`src/rtl/dmem_arb_pkg.sv`:
```
// Shared types and default sizing for the data-RAM arbiter.
package dmem_arb_pkg;

    typedef enum logic [1:0] {
        IDLE,
        CPU,
        CAM
    } arb_state_t;

    localparam int DEF_BURST_LEN    = 8;
    localparam int DEF_CAM_MAX_WAIT = 16;
    localparam int CNT_W            = 8;
    localparam int PERF_W           = 32;

endpackage

```
`src/rtl/dmem_arbiter_sat_counter.sv`:
```
// Saturating up-counter with synchronous clear and asynchronous active-low reset.
module sat_counter #(
    parameter int           W   = 8,
    parameter logic [W-1:0] MAX = '1
) (
    input  logic         clk,
    input  logic         rst_n,
    input  logic         inc,
    input  logic         clr,
    output logic [W-1:0] count
);

    logic [W-1:0] count_reg;
    logic [W-1:0] count_next;

    // Clear wins over increment so a clear in the same cycle never leaves a stale count.
    always_comb begin
        count_next = count_reg;
        if (clr) begin
            count_next = '0;
        end else if (inc && (count_reg != MAX)) begin
            count_next = count_reg + 1'b1;
        end
    end

    always_ff @(posedge clk or negedge rst_n) begin
        if (!rst_n) begin
            count_reg <= '0;
        end else begin
            count_reg <= count_next;
        end
    end

    assign count = count_reg;

endmodule

```
`src/rtl/dmem_arbiter.sv`:
```
// Data-RAM arbiter: CPU memory stage has priority, camera writer gets bounded bursts
// and is promoted after CAM_MAX_WAIT cycles. DMEM_ARB_PERF_EN adds perf counters.
module dmem_arbiter
    import dmem_arb_pkg::*;
#(
    parameter int BURST_LEN    = DEF_BURST_LEN,
    parameter int CAM_MAX_WAIT = DEF_CAM_MAX_WAIT,
    parameter int AW           = 32,
    parameter int DW           = 32
) (
    input  logic              clk,
    input  logic              reset,
    input  logic              cpu_req,
    input  logic              cpu_we,
    input  logic [AW-1:0]     cpu_addr,
    input  logic [DW-1:0]     cpu_wdata,
    output logic [DW-1:0]     cpu_rdata,
    output logic              cpu_stall,
    input  logic              cam_valid,
    input  logic [AW-1:0]     cam_addr,
    input  logic [DW-1:0]     cam_wdata,
    input  logic              cam_last,
    output logic              cam_ready,
    output logic              mem_en,
    output logic              mem_we,
    output logic [AW-1:0]     mem_addr,
    output logic [DW-1:0]     mem_wdata,
    input  logic [DW-1:0]     mem_rdata
`ifdef DMEM_ARB_PERF_EN
    ,
    output logic [PERF_W-1:0] perf_stall_cycles,
    output logic [PERF_W-1:0] perf_cam_beats
`endif
);

    localparam logic [CNT_W-1:0] WAIT_MAX  = CNT_W'(CAM_MAX_WAIT);
    localparam logic [CNT_W-1:0] BEAT_MAX  = CNT_W'(BURST_LEN);
    localparam logic [CNT_W-1:0] BEAT_LAST = CNT_W'(BURST_LEN - 1);

    arb_state_t       state_reg;
    arb_state_t       state_next;
    logic [CNT_W-1:0] wait_cnt;
    logic [CNT_W-1:0] beat_cnt;
    logic             cpu_grant;
    logic             cam_grant;
    logic             promote;
    logic             burst_done;
    logic             rd_capture_reg;
    logic [DW-1:0]    rdata_hold_reg;

    assign promote    = cam_valid && (wait_cnt == WAIT_MAX);
    // beat_cnt holds beats already taken, so this beat is the last when it sits at BURST_LEN-1.
    assign burst_done = cam_last || (beat_cnt >= BEAT_LAST);

    always_comb begin
        state_next = state_reg;
        cpu_grant  = 1'b0;
        cam_grant  = 1'b0;
        cpu_stall  = 1'b0;
        // reset is active-low; while it is asserted every grant is suppressed.
        if (reset) begin
            case (state_reg)
                CAM: begin
                    cpu_stall  = cpu_req;
                    cam_grant  = cam_valid;
                    state_next = (cam_valid && !burst_done) ? CAM : IDLE;
                end
                default: begin
                    if (cam_valid && (promote || !cpu_req)) begin
                        cam_grant  = 1'b1;
                        cpu_stall  = cpu_req;
                        state_next = burst_done ? IDLE : CAM;
                    end else if (cpu_req) begin
                        cpu_grant  = 1'b1;
                        state_next = CPU;
                    end else begin
                        state_next = IDLE;
                    end
                end
            endcase
        end
    end

    always_comb begin
        mem_en    = 1'b0;
        mem_we    = 1'b0;
        mem_addr  = '0;
        mem_wdata = '0;
        cam_ready = 1'b0;
        if (cam_grant) begin
            mem_en    = 1'b1;
            mem_we    = 1'b1;
            mem_addr  = cam_addr;
            mem_wdata = cam_wdata;
            cam_ready = 1'b1;
        end else if (cpu_grant) begin
            mem_en    = 1'b1;
            mem_we    = cpu_we;
            mem_addr  = cpu_addr;
            mem_wdata = cpu_wdata;
        end
    end

    always_ff @(posedge clk or negedge reset) begin
        if (!reset) begin
            state_reg      <= IDLE;
            rd_capture_reg <= 1'b0;
            rdata_hold_reg <= '0;
        end else begin
            state_reg      <= state_next;
            rd_capture_reg <= cpu_grant && !cpu_we;
            if (rd_capture_reg) begin
                rdata_hold_reg <= mem_rdata;
            end
        end
    end

    // Fresh RAM data passes straight through in the cycle after a load, then is held.
    assign cpu_rdata = rd_capture_reg ? mem_rdata : rdata_hold_reg;

    sat_counter #(
        .W   (CNT_W),
        .MAX (WAIT_MAX)
    ) u_wait_cnt (
        .clk   (clk),
        .rst_n (reset),
        .inc   (cam_valid && !cam_ready),
        .clr   (!cam_valid || cam_ready),
        .count (wait_cnt)
    );

    sat_counter #(
        .W   (CNT_W),
        .MAX (BEAT_MAX)
    ) u_beat_cnt (
        .clk   (clk),
        .rst_n (reset),
        .inc   (cam_ready),
        .clr   (state_next == IDLE),
        .count (beat_cnt)
    );

`ifdef DMEM_ARB_PERF_EN
    logic [1:0]        perf_inc;
    logic [PERF_W-1:0] perf_cnt [2];

    assign perf_inc = {cam_ready, cpu_stall};

    genvar gi;
    generate
        for (gi = 0; gi < 2; gi++) begin : g_perf
            sat_counter #(
                .W (PERF_W)
            ) u_perf (
                .clk   (clk),
                .rst_n (reset),
                .inc   (perf_inc[gi]),
                .clr   (1'b0),
                .count (perf_cnt[gi])
            );
        end
    endgenerate

    assign perf_stall_cycles = perf_cnt[0];
    assign perf_cam_beats    = perf_cnt[1];
`endif

endmodule

```
`config.mk`:
```
export PLATFORM = sky130hd
export DESIGN_NAME = dmem_arbiter
export DESIGN_NICKNAME = d
export VERILOG_FILES = /design/src/rtl/dmem_arb_pkg.sv /design/src/rtl/dmem_arbiter_sat_counter.sv /design/src/rtl/dmem_arbiter.sv
export SDC_FILE = /design/constraint.sdc
export NUM_CORES = 1
export LEC_CHECK = 0
export ABC_AREA = 0
export CAP_MARGIN = 20
export CORE_AREA = 2 2 104 106
export CTS_BUF_LIST = sky130_fd_sc_hd__clkbuf_4 sky130_fd_sc_hd__clkbuf_8 sky130_fd_sc_hd__clkbuf_16
export DETAILED_ROUTE_END_ITERATION = 8
export DIE_AREA = 0 0 106 108
export PLACE_DENSITY = 0.83
export SYNTH_ARGS = -nofsm -noshare
export SYNTH_HDL_FRONTEND = slang
export SYNTH_SLANG_ARGS = --single-unit
```
`constraint.sdc`:
```
create_clock -name clk -period 6 [get_ports clk]
set_clock_uncertainty 0.05 [all_clocks]
set_input_delay 0.6 -clock clk [delete_from_list [all_inputs] [get_ports clk]]
set_output_delay 0.6 -clock clk [all_outputs]
set_load 0.02 [all_outputs]
```
==> results of run 1 <==
==> cell usage after synthesis <==
master     count
a22o_1        65
dfrtp_1       51
mux2_2        32
nor2_1        10
clkbuf_1       8
a21oi_1        7
nand3_1        7
buf_2          6
inv_1          6
a31oi_1        5
and3_1         5
nand2_1        5
xor2_1         5
ha_1           4
and2_1         3
buf_1          3
buf_6          3
nor3_1         3
a21o_1         2
a2bb2oi_1      2
buf_4          2
nor2b_1        2
o21ai_1        2
xnor2_1        2
a2111oi_4      1
a211o_1        1
a211oi_1       1
a22oi_1        1
a311oi_2       1
a31oi_2        1
mux2i_1        1
nor3b_2        1
nor4b_4        1
o21ai_0        1
o31a_1         1
o31ai_1        1
or2_2          1
or4_4          1
==> worst max path at each step <==
stage	cells after the start	end	slack (ns)	start
global route	8	mem_addr[24]	1.80	u_wait_cnt.count[0]
floorplan	7	mem_addr[14]	3.36	u_wait_cnt.count[0]
finish	7	mem_wdata[0]	1.95	u_wait_cnt.count[0]
detailed placement	5	mem_addr[26]	1.79	cam_valid
CTS	7	mem_addr[26]	1.54	u_wait_cnt.count[0]
global placement	5	mem_addr[26]	1.84	cam_valid
==> cell families after synthesis <==
group                    count (synthesis)  synth area share (%)
AO/OA/AOI/OAI                           92                  26.8
flip-flops                              51                  44.0
AND/OR/NAND/NOR                         39                  7.68
multiplexers                            33                  12.8
buffers and inverters                   28                  4.92
XOR/XNOR                                 7                  2.11
adder cells (fa/ha/maj)                  4                  1.72
==> report_power, final <==
group | switching (mW) | internal (mW) | leakage (nW) | total, mW
Combinational | 0.232 | 0.292 | 1.61 | 0.524
Sequential | 0.0159 | 0.392 | 0.640 | 0.408
Clock | 0.116 | 0.131 | 0.0592 | 0.247
Total | 0.365 | 0.814 | 2.31 | 1.18
==> through the flow <==
step / worst slack [ns] / cell area [um2] / total power, mW
2_1_floorplan: 3.36 / 2900 / 0.637
3_3_place_gp: 1.84 / 5630 / 0.929
3_5_place_dp: 1.79 / 5650 / 0.940
4_1_cts: 1.54 / 5770 / 1.19
5_1_grt: 1.80 / 5790 / 1.23
6_report: 1.95 / 5790 / 1.18
==> area by class of cell <==
cell class | instances | share of cell area (%)
multi-input combinational | 175 | 25.8
inverter | 6 | 0.389
timing repair buffer | 269 | 46.8
clock inverter | 2 | 0.670
sequential | 51 | 22.0
clock buffer | 6 | 1.32
tap | 136 | 2.94
==> critical path, delay by kind of cell (launching register included) <==
kind            cells  cell delay, ns
buf+inv             3            1.36
compound gates      2            0.87
flops               1            0.43
fa+ha+maj           1            0.19
simple gates        1            0.19
==> metal layers <==
layer | share of wire, % | routed length (um) | track usage [%] | vias to the layer above
met5 | 0 | 0 | 0 | -
met4 | 3.0 | 382 | 7.33 | 0
met3 | 6.4 | 823 | 4.94 | 25
met2 | 52 | 6730 | 38.7 | 159
met1 | 38 | 4900 | 23.6 | 1560
li1 | - | - | - | 1474
==> flow_summary.html, run 1 <==
<table>
<tr><th>Metric</th><th>Value</th></tr>
<tr><th colspan="2">Cells and area</th></tr>
<tr><td>Non-filler instance count after layout</td><td>645</td></tr>
<tr><td>Fraction of the core area covered by cells at the end of the flow</td><td>56.6%</td></tr>
<tr><td>Largest register FFs</td><td>32</td></tr>
<tr><td>Register area</td><td>1280 um2</td></tr>
<tr><td>Layout cells sized above 1</td><td>10.4%</td></tr>
<tr><td>Most common library cell in the layout ignoring fill and taps</td><td>clkdlybuf4s50_1</td></tr>
<tr><td>Diode insertion count for antenna repair</td><td>0</td></tr>
<tr><td>Area added between synthesis and finish</td><td>99.5%</td></tr>
<tr><td>Area of the multi-input gates</td><td>1500 um2</td></tr>
<tr><td>Net count, final</td><td>678</td></tr>
<tr><td>Commonest cells after routing, fill and taps aside</td><td>clkdlybuf4s50_1, a22o_1, dfrtp_1, mux2_2, nor2_1</td></tr>
<tr><td>Number of inserted filler cells in the final layout</td><td>887</td></tr>
<tr><th colspan="2">Timing</th></tr>
<tr><td>Setup repair after global routing missed its margin</td><td>no</td></tr>
<tr><td>Final setup violation count</td><td>0</td></tr>
<tr><td>Worst relative slew slack</td><td>57.3%</td></tr>
<tr><td>Fmax</td><td>247 MHz</td></tr>
<tr><td>Max Transition Viols Final</td><td>0</td></tr>
<tr><td>Count of endpoints failing hold in the final timing report</td><td>0</td></tr>
<tr><td>Final Critical Period</td><td>4.05 ns</td></tr>
<tr><td>Crit share post-route</td><td>67.5%</td></tr>
<tr><td>Hold WS</td><td>0.0654 ns</td></tr>
<tr><td>Total negative setup slack</td><td>0 ns</td></tr>
<tr><td>Transition time at the pin with the least slew margin</td><td>0.640 ns</td></tr>
<tr><th colspan="2">Drt</th></tr>
<tr><td>Number of vias per cell</td><td>4.99</td></tr>
<tr><td>DR iter-0 viols</td><td>241</td></tr>
<tr><td>Drt pass-1 iters</td><td>4</td></tr>
<tr><td>Final wirelength</td><td>12800 um</td></tr>
<tr><td>Detailed-route DRC error count</td><td>0</td></tr>
<tr><td>Detail Route Antenna Nets</td><td>0</td></tr>
<tr><td>Vias after detailed routing</td><td>3218</td></tr>
<tr><td>Avg WL per Cell</td><td>19.9 um</td></tr>
<tr><th colspan="2">Synthesis</th></tr>
<tr><td>Number of warnings reported in the yosys synthesis log</td><td>0</td></tr>
<tr><td>Cell types with the largest area share after synthesis</td><td>dfrtp_1, a22o_1, mux2_2</td></tr>
<tr><td>Post-synthesis sequential area ratio</td><td>44.0%</td></tr>
<tr><td>Yosys top cell area share</td><td>44.0%</td></tr>
<tr><td>Flops &amp; latches, synth</td><td>51</td></tr>
<tr><td>Net Count, Synth</td><td>424</td></tr>
<tr><td>Library cell occupying the most area in the post-synthesis netlist</td><td>dfrtp_1</td></tr>
<tr><td>Post-synthesis instance area</td><td>2900 um2</td></tr>
<tr><td>Post-synthesis cell count</td><td>254</td></tr>
<tr><td>Count of distinct cell types in the synthesized netlist</td><td>38</td></tr>
<tr><td>Syn avg cell area</td><td>11.4 um2</td></tr>
<tr><th colspan="2">Setup path</th></tr>
<tr><td>CP startpoint kind</td><td>register</td></tr>
<tr><td>Capturing element type of the critical path</td><td>primary output</td></tr>
<tr><td>CP Cell Sequence</td><td>inv_1, ha_1, nor3b_2, a311oi_4, buf_4, a22o_1, clkdlybuf4s50_1</td></tr>
<tr><td>RR Endpoint</td><td>u_beat_cnt.count[4]</td></tr>
<tr><td>Maximum fanout count along the critical path</td><td>60</td></tr>
<tr><td>Critical path arrival</td><td>3.40 ns</td></tr>
<tr><td>Start-to-end type of the worst setup path</td><td>reg2out</td></tr>
<tr><td>Slowest stage cell on the critical path</td><td>clkdlybuf4s50_1</td></tr>
<tr><td>Worst r2r src</td><td>u_wait_cnt.count[0]</td></tr>
<tr><td>Stage delay of the slowest cell on the critical path</td><td>0.65 ns</td></tr>
<tr><td>Slack of the worst reg-to-reg path</td><td>3.33 ns</td></tr>
<tr><td>R2R cell count</td><td>7</td></tr>
<tr><td>Req. time, crit path</td><td>5.35 ns</td></tr>
<tr><th colspan="2">GRT</th></tr>
<tr><td>Initial antenna violation count</td><td>0</td></tr>
<tr><td>Vias in the first global route</td><td>3291</td></tr>
<tr><td>Wire length of the first global-routing pass</td><td>18300 um</td></tr>
<tr><td>Pin count of the biggest net entering global routing</td><td>69</td></tr>
<tr><td>GRT Util Overall</td><td>20.9%</td></tr>
<tr><td>Total global routing overflow</td><td>0</td></tr>
<tr><th colspan="2">Clocking</th></tr>
<tr><td>Clock tree from TritonCTS</td><td>yes</td></tr>
<tr><td>Hold_buf cts</td><td>0</td></tr>
<tr><td>Post-CTS setup buffer count</td><td>0</td></tr>
<tr><td>Number of sinks handled by clock tree synthesis</td><td>51</td></tr>
<tr><td>Cell at the root of the clock tree</td><td>clkbuf_8</td></tr>
<tr><td>Post-cts sizing count</td><td>0</td></tr>
<tr><td>Clock-pin transition on the worst setup and hold timing paths</td><td>0.10 ns</td></tr>
<tr><td>CTS buffer count</td><td>5</td></tr>
<tr><td>CTS H-tree lvls</td><td>2</td></tr>
<tr><td>Clock tree buffer depth</td><td>2</td></tr>
<tr><td>Clock latency on the worst-skew pair</td><td>0.30 ns</td></tr>
<tr><th colspan="2">Die</th></tr>
<tr><td>Y dimension of the die</td><td>108 um</td></tr>
<tr><td>IO Count</td><td>266</td></tr>
<tr><td>Floorplan row count</td><td>37</td></tr>
<tr><td>Placeable Area</td><td>10200 um2</td></tr>
<tr><td>Full die area</td><td>11400 um2</td></tr>
<tr><td>Effective utilization at floorplan</td><td>28.4%</td></tr>
<tr><td>Horizontal die dimension</td><td>106 um</td></tr>
<tr><th colspan="2">Flow run</th></tr>
<tr><td>Number of maximum-capacitance constraint violations</td><td>0</td></tr>
<tr><th colspan="2">Status</th></tr>
<tr><td>Status</td><td>finished clean</td></tr>
<tr><th colspan="2">Placed design</th></tr>
<tr><td>Quantity of I/O buffers inserted on ports</td><td>265</td></tr>
<tr><td>Routability-driven placement congestion ratio</td><td>0.801</td></tr>
<tr><td>Detailed placer's ending HPWL</td><td>10500 um</td></tr>
<tr><td>Number of cells in the design after placement</td><td>636</td></tr>
<tr><th colspan="2">Power</th></tr>
<tr><td>Static leakage</td><td>2.31 nW</td></tr>
<tr><td>Power per standard cell area</td><td>204 nW/um2</td></tr>
<tr><td>Largest vdd supply drop</td><td>0.133 mV</td></tr>
<tr><th colspan="2">Worst hold path</th></tr>
<tr><td>Path type of the worst min-delay path</td><td>in2async</td></tr>
</table>
Power figures use the tool's default switching activity.
==> run 2, diff against run 1 <==
- CORE_AREA: 2 2 104 106 -> unset
- CORE_MARGIN: unset -> 2
- CORE_UTILIZATION: unset -> 28
- DIE_AREA: 0 0 106 108 -> unset
- PLACE_DENSITY: 0.83 -> 0.85
- clock period: 6 -> 3.5 ns (I/O delays scaled with it)
==> flow_summary.html, run 2 (synthesis results as in run 1) <==
<table>
<tr><th>Metric</th><th>Value</th></tr>
<tr><th colspan="2">Clocking</th></tr>
<tr><td>Post-CTS setup buffer count</td><td>0 (unchanged)</td></tr>
<tr><td>Clock latency on the worst-skew pair</td><td>0.31 ns (was 0.30 ns)</td></tr>
<tr><td>Number of sinks handled by clock tree synthesis</td><td>51 (unchanged)</td></tr>
<tr><td>CTS buffer count</td><td>5 (unchanged)</td></tr>
<tr><td>Clock tree buffer depth</td><td>2 (unchanged)</td></tr>
<tr><td>CTS H-tree lvls</td><td>2 (unchanged)</td></tr>
<tr><td>Clock-pin transition on the worst setup and hold timing paths</td><td>0.10 ns (about the same)</td></tr>
<tr><td>Clock tree from TritonCTS</td><td>yes (unchanged)</td></tr>
<tr><td>Cell at the root of the clock tree</td><td>clkbuf_8 (unchanged)</td></tr>
<tr><th colspan="2">Power</th></tr>
<tr><td>Largest vdd supply drop</td><td>0.188 mV (was 0.133 mV)</td></tr>
<tr><td>PnR Total Power</td><td>1.95 mW (was 1.18 mW)</td></tr>
<tr><td>Static leakage</td><td>2.30 nW (was 2.31 nW)</td></tr>
<tr><td>Power per standard cell area</td><td>338 nW/um2 (was 204 nW/um2)</td></tr>
<tr><th colspan="2">Placed design</th></tr>
<tr><td>Placed cell areas</td><td>5670 um2 (was 5650 um2)</td></tr>
<tr><td>Routability-driven placement congestion ratio</td><td>0.944 (was 0.801)</td></tr>
<tr><td>Dpl ws</td><td>0.338 ns (was 1.79 ns)</td></tr>
<tr><td>Detailed placer's ending HPWL</td><td>9460 um (was 10500 um)</td></tr>
<tr><td>Quantity of I/O buffers inserted on ports</td><td>265 (unchanged)</td></tr>
<tr><th colspan="2">Worst hold path</th></tr>
<tr><td>Path type of the worst min-delay path</td><td>in2async (unchanged)</td></tr>
<tr><th colspan="2">GRT</th></tr>
<tr><td>Vias in the first global route</td><td>3312 (was 3291)</td></tr>
<tr><td>Total global routing overflow</td><td>0 (unchanged)</td></tr>
<tr><td>GRT Util Overall</td><td>20.2% (was 20.9%)</td></tr>
<tr><td>Initial antenna violation count</td><td>0 (unchanged)</td></tr>
<tr><td>Pin count of the biggest net entering global routing</td><td>70 (was 69)</td></tr>
<tr><td>Wire length of the first global-routing pass</td><td>17800 um (was 18300 um)</td></tr>
<tr><th colspan="2">Die</th></tr>
<tr><td>Floorplan row count</td><td>37 (unchanged)</td></tr>
<tr><td>Horizontal die dimension</td><td>106 um (about the same)</td></tr>
<tr><td>Y dimension of the die</td><td>106 um (was 108 um)</td></tr>
<tr><td>Full die area</td><td>11200 um2 (was 11400 um2)</td></tr>
<tr><td>Placeable Area</td><td>10200 um2 (about the same)</td></tr>
<tr><td>Effective utilization at floorplan</td><td>28.5% (was 28.4%)</td></tr>
<tr><td>IO Count</td><td>266 (unchanged)</td></tr>
<tr><th colspan="2">Timing</th></tr>
<tr><td>Max Transition Viols Final</td><td>0 (unchanged)</td></tr>
<tr><td>Final Critical Period</td><td>3.38 ns</td></tr>
<tr><td>Worst setup slack after layout</td><td>0.118 ns (was 1.95 ns)</td></tr>
<tr><td>Hold WS</td><td>0.330 ns (was 0.0654 ns)</td></tr>
<tr><td>Worst relative slew slack</td><td>60.6% (was 57.3%)</td></tr>
<tr><td>Transition time at the pin with the least slew margin</td><td>0.587 ns (was 0.640 ns)</td></tr>
<tr><td>Fmax</td><td>296 MHz</td></tr>
<tr><td>Final setup violation count</td><td>0 (unchanged)</td></tr>
<tr><td>Crit share post-route</td><td>96.6%</td></tr>
<tr><td>Count of endpoints failing hold in the final timing report</td><td>0 (unchanged)</td></tr>
<tr><th colspan="2">Setup path</th></tr>
<tr><td>Maximum fanout count along the critical path</td><td>68 (was 60)</td></tr>
<tr><td>Req. time, crit path</td><td>3.10 ns (was 5.35 ns)</td></tr>
<tr><td>Start-to-end type of the worst setup path</td><td>reg2out (unchanged)</td></tr>
<tr><td>CP startpoint kind</td><td>register (unchanged)</td></tr>
<tr><td>Capturing element type of the critical path</td><td>primary output (unchanged)</td></tr>
<tr><td>Critical path arrival</td><td>2.98 ns (was 3.40 ns)</td></tr>
<tr><th colspan="2">Drt</th></tr>
<tr><td>Avg WL per Cell</td><td>18.3 um (was 19.9 um)</td></tr>
<tr><td>Number of vias per cell</td><td>4.83 (was 4.99)</td></tr>
<tr><td>DR iter-0 viols</td><td>147 (was 241)</td></tr>
<tr><td>Detail Route Antenna Nets</td><td>0 (unchanged)</td></tr>
<tr><td>Vias after detailed routing</td><td>3123 (was 3218)</td></tr>
<tr><td>Drt pass-1 iters</td><td>4 (unchanged)</td></tr>
<tr><td>Detailed-route DRC error count</td><td>0 (unchanged)</td></tr>
<tr><td>Final wirelength</td><td>11800 um (was 12800 um)</td></tr>
<tr><th colspan="2">Cells and area</th></tr>
<tr><td>Area added between synthesis and finish</td><td>99.1% (was 99.5%)</td></tr>
<tr><td>Final Cell Area</td><td>5780 um2 (was 5790 um2)</td></tr>
<tr><td>Net count, final</td><td>679 (was 678)</td></tr>
<tr><td>Largest register FFs</td><td>32 (unchanged)</td></tr>
<tr><td>Most common library cell in the layout ignoring fill and taps</td><td>clkdlybuf4s50_1 (unchanged)</td></tr>
<tr><td>Commonest cells after routing, fill and taps aside</td><td>clkdlybuf4s50_1, a22o_1, dfrtp_1, mux2_2, nor2_1 (unchanged)</td></tr>
<tr><td>Diode insertion count for antenna repair</td><td>0 (unchanged)</td></tr>
<tr><td>Layout cells sized above 1</td><td>10.6% (was 10.4%)</td></tr>
<tr><th colspan="2">Flow run</th></tr>
<tr><td>Number of maximum-capacitance constraint violations</td><td>0 (unchanged)</td></tr>
<tr><th colspan="2">Status</th></tr>
<tr><td>Status</td><td>finished clean (unchanged)</td></tr>
</table>
==> run 2: report_power, final <==
part / switching [mW] / internal [mW]
Sequential: 0.0246 / 0.672
Combinational: 0.394 / 0.503
Clock: 0.212 / 0.145
Total: 0.631 / 1.32
==> run 2: path summary, 6_finish.rpt <==
check | start | endpoint | slack [ns] | depth (start not counted)
max in group asynchronous | reset | rdata_hold_reg[15] | 2.25 | 3
setup / recovery | u_wait_cnt.count[0] | mem_addr[27] | 0.12 | 8
hold / removal | reset | state_reg[0] | 0.33 | 2
min in group clk | rdata_hold_reg[19] | rdata_hold_reg[19] | 0.45 | 1
setup reg to reg | u_wait_cnt.count[0] | state_reg[1] | 1.37 | 7
hold reg to reg | rdata_hold_reg[19] | rdata_hold_reg[19] | 0.45 | 1
==> run 2: timing repair <==
action | 4_1_cts | 5_1_grt
hold endpoints to repair | 4 | 0
gates resized for setup | 1 | 1
setup endpoints to repair | 10 | 23
hold buffers | 1 | 0
==> run 2: layer usage <==
layer | global-route usage (%) | wire (um) | part of all wire, %
met1 | 25.2 | 4720 | 40
met2 | 34.6 | 6080 | 51
met3 | 6.00 | 884 | 7.5
met4 | 4.42 | 138 | 1.2
met5 | 0 | 0 | 0
==> run 2: cell type report <==
type	count	area (um2)
clock buffers	5	68.8
well taps	136	170
repair buffers	270	2710
flip-flops and latches	51	1280
clock inverters	3	23.8
inverters	6	22.5
multi-input cells	175	1500
fillers	848	4410
==> run 2: worst max-delay path, cell delays in order, from the launching register on <==
cell and delay [ns]:
dfrtp_1 0.44, inv_1 0.12, ha_1 0.17, nor3b_4 0.27, a211o_2 0.29, and2_2 0.20
buf_12 0.26, a22o_1 0.25, clkdlybuf4s50_1 0.63
==> run 2: stage by stage <==
stage           TNS, ns  cells  utilization [%]
6_report              0    646             56.7
5_1_grt        -0.00136    646             56.7
4_1_cts               0    646             56.7
3_5_place_dp          0    637             55.6
3_3_place_gp          0    637             55.6
2_1_floorplan         0    254                -
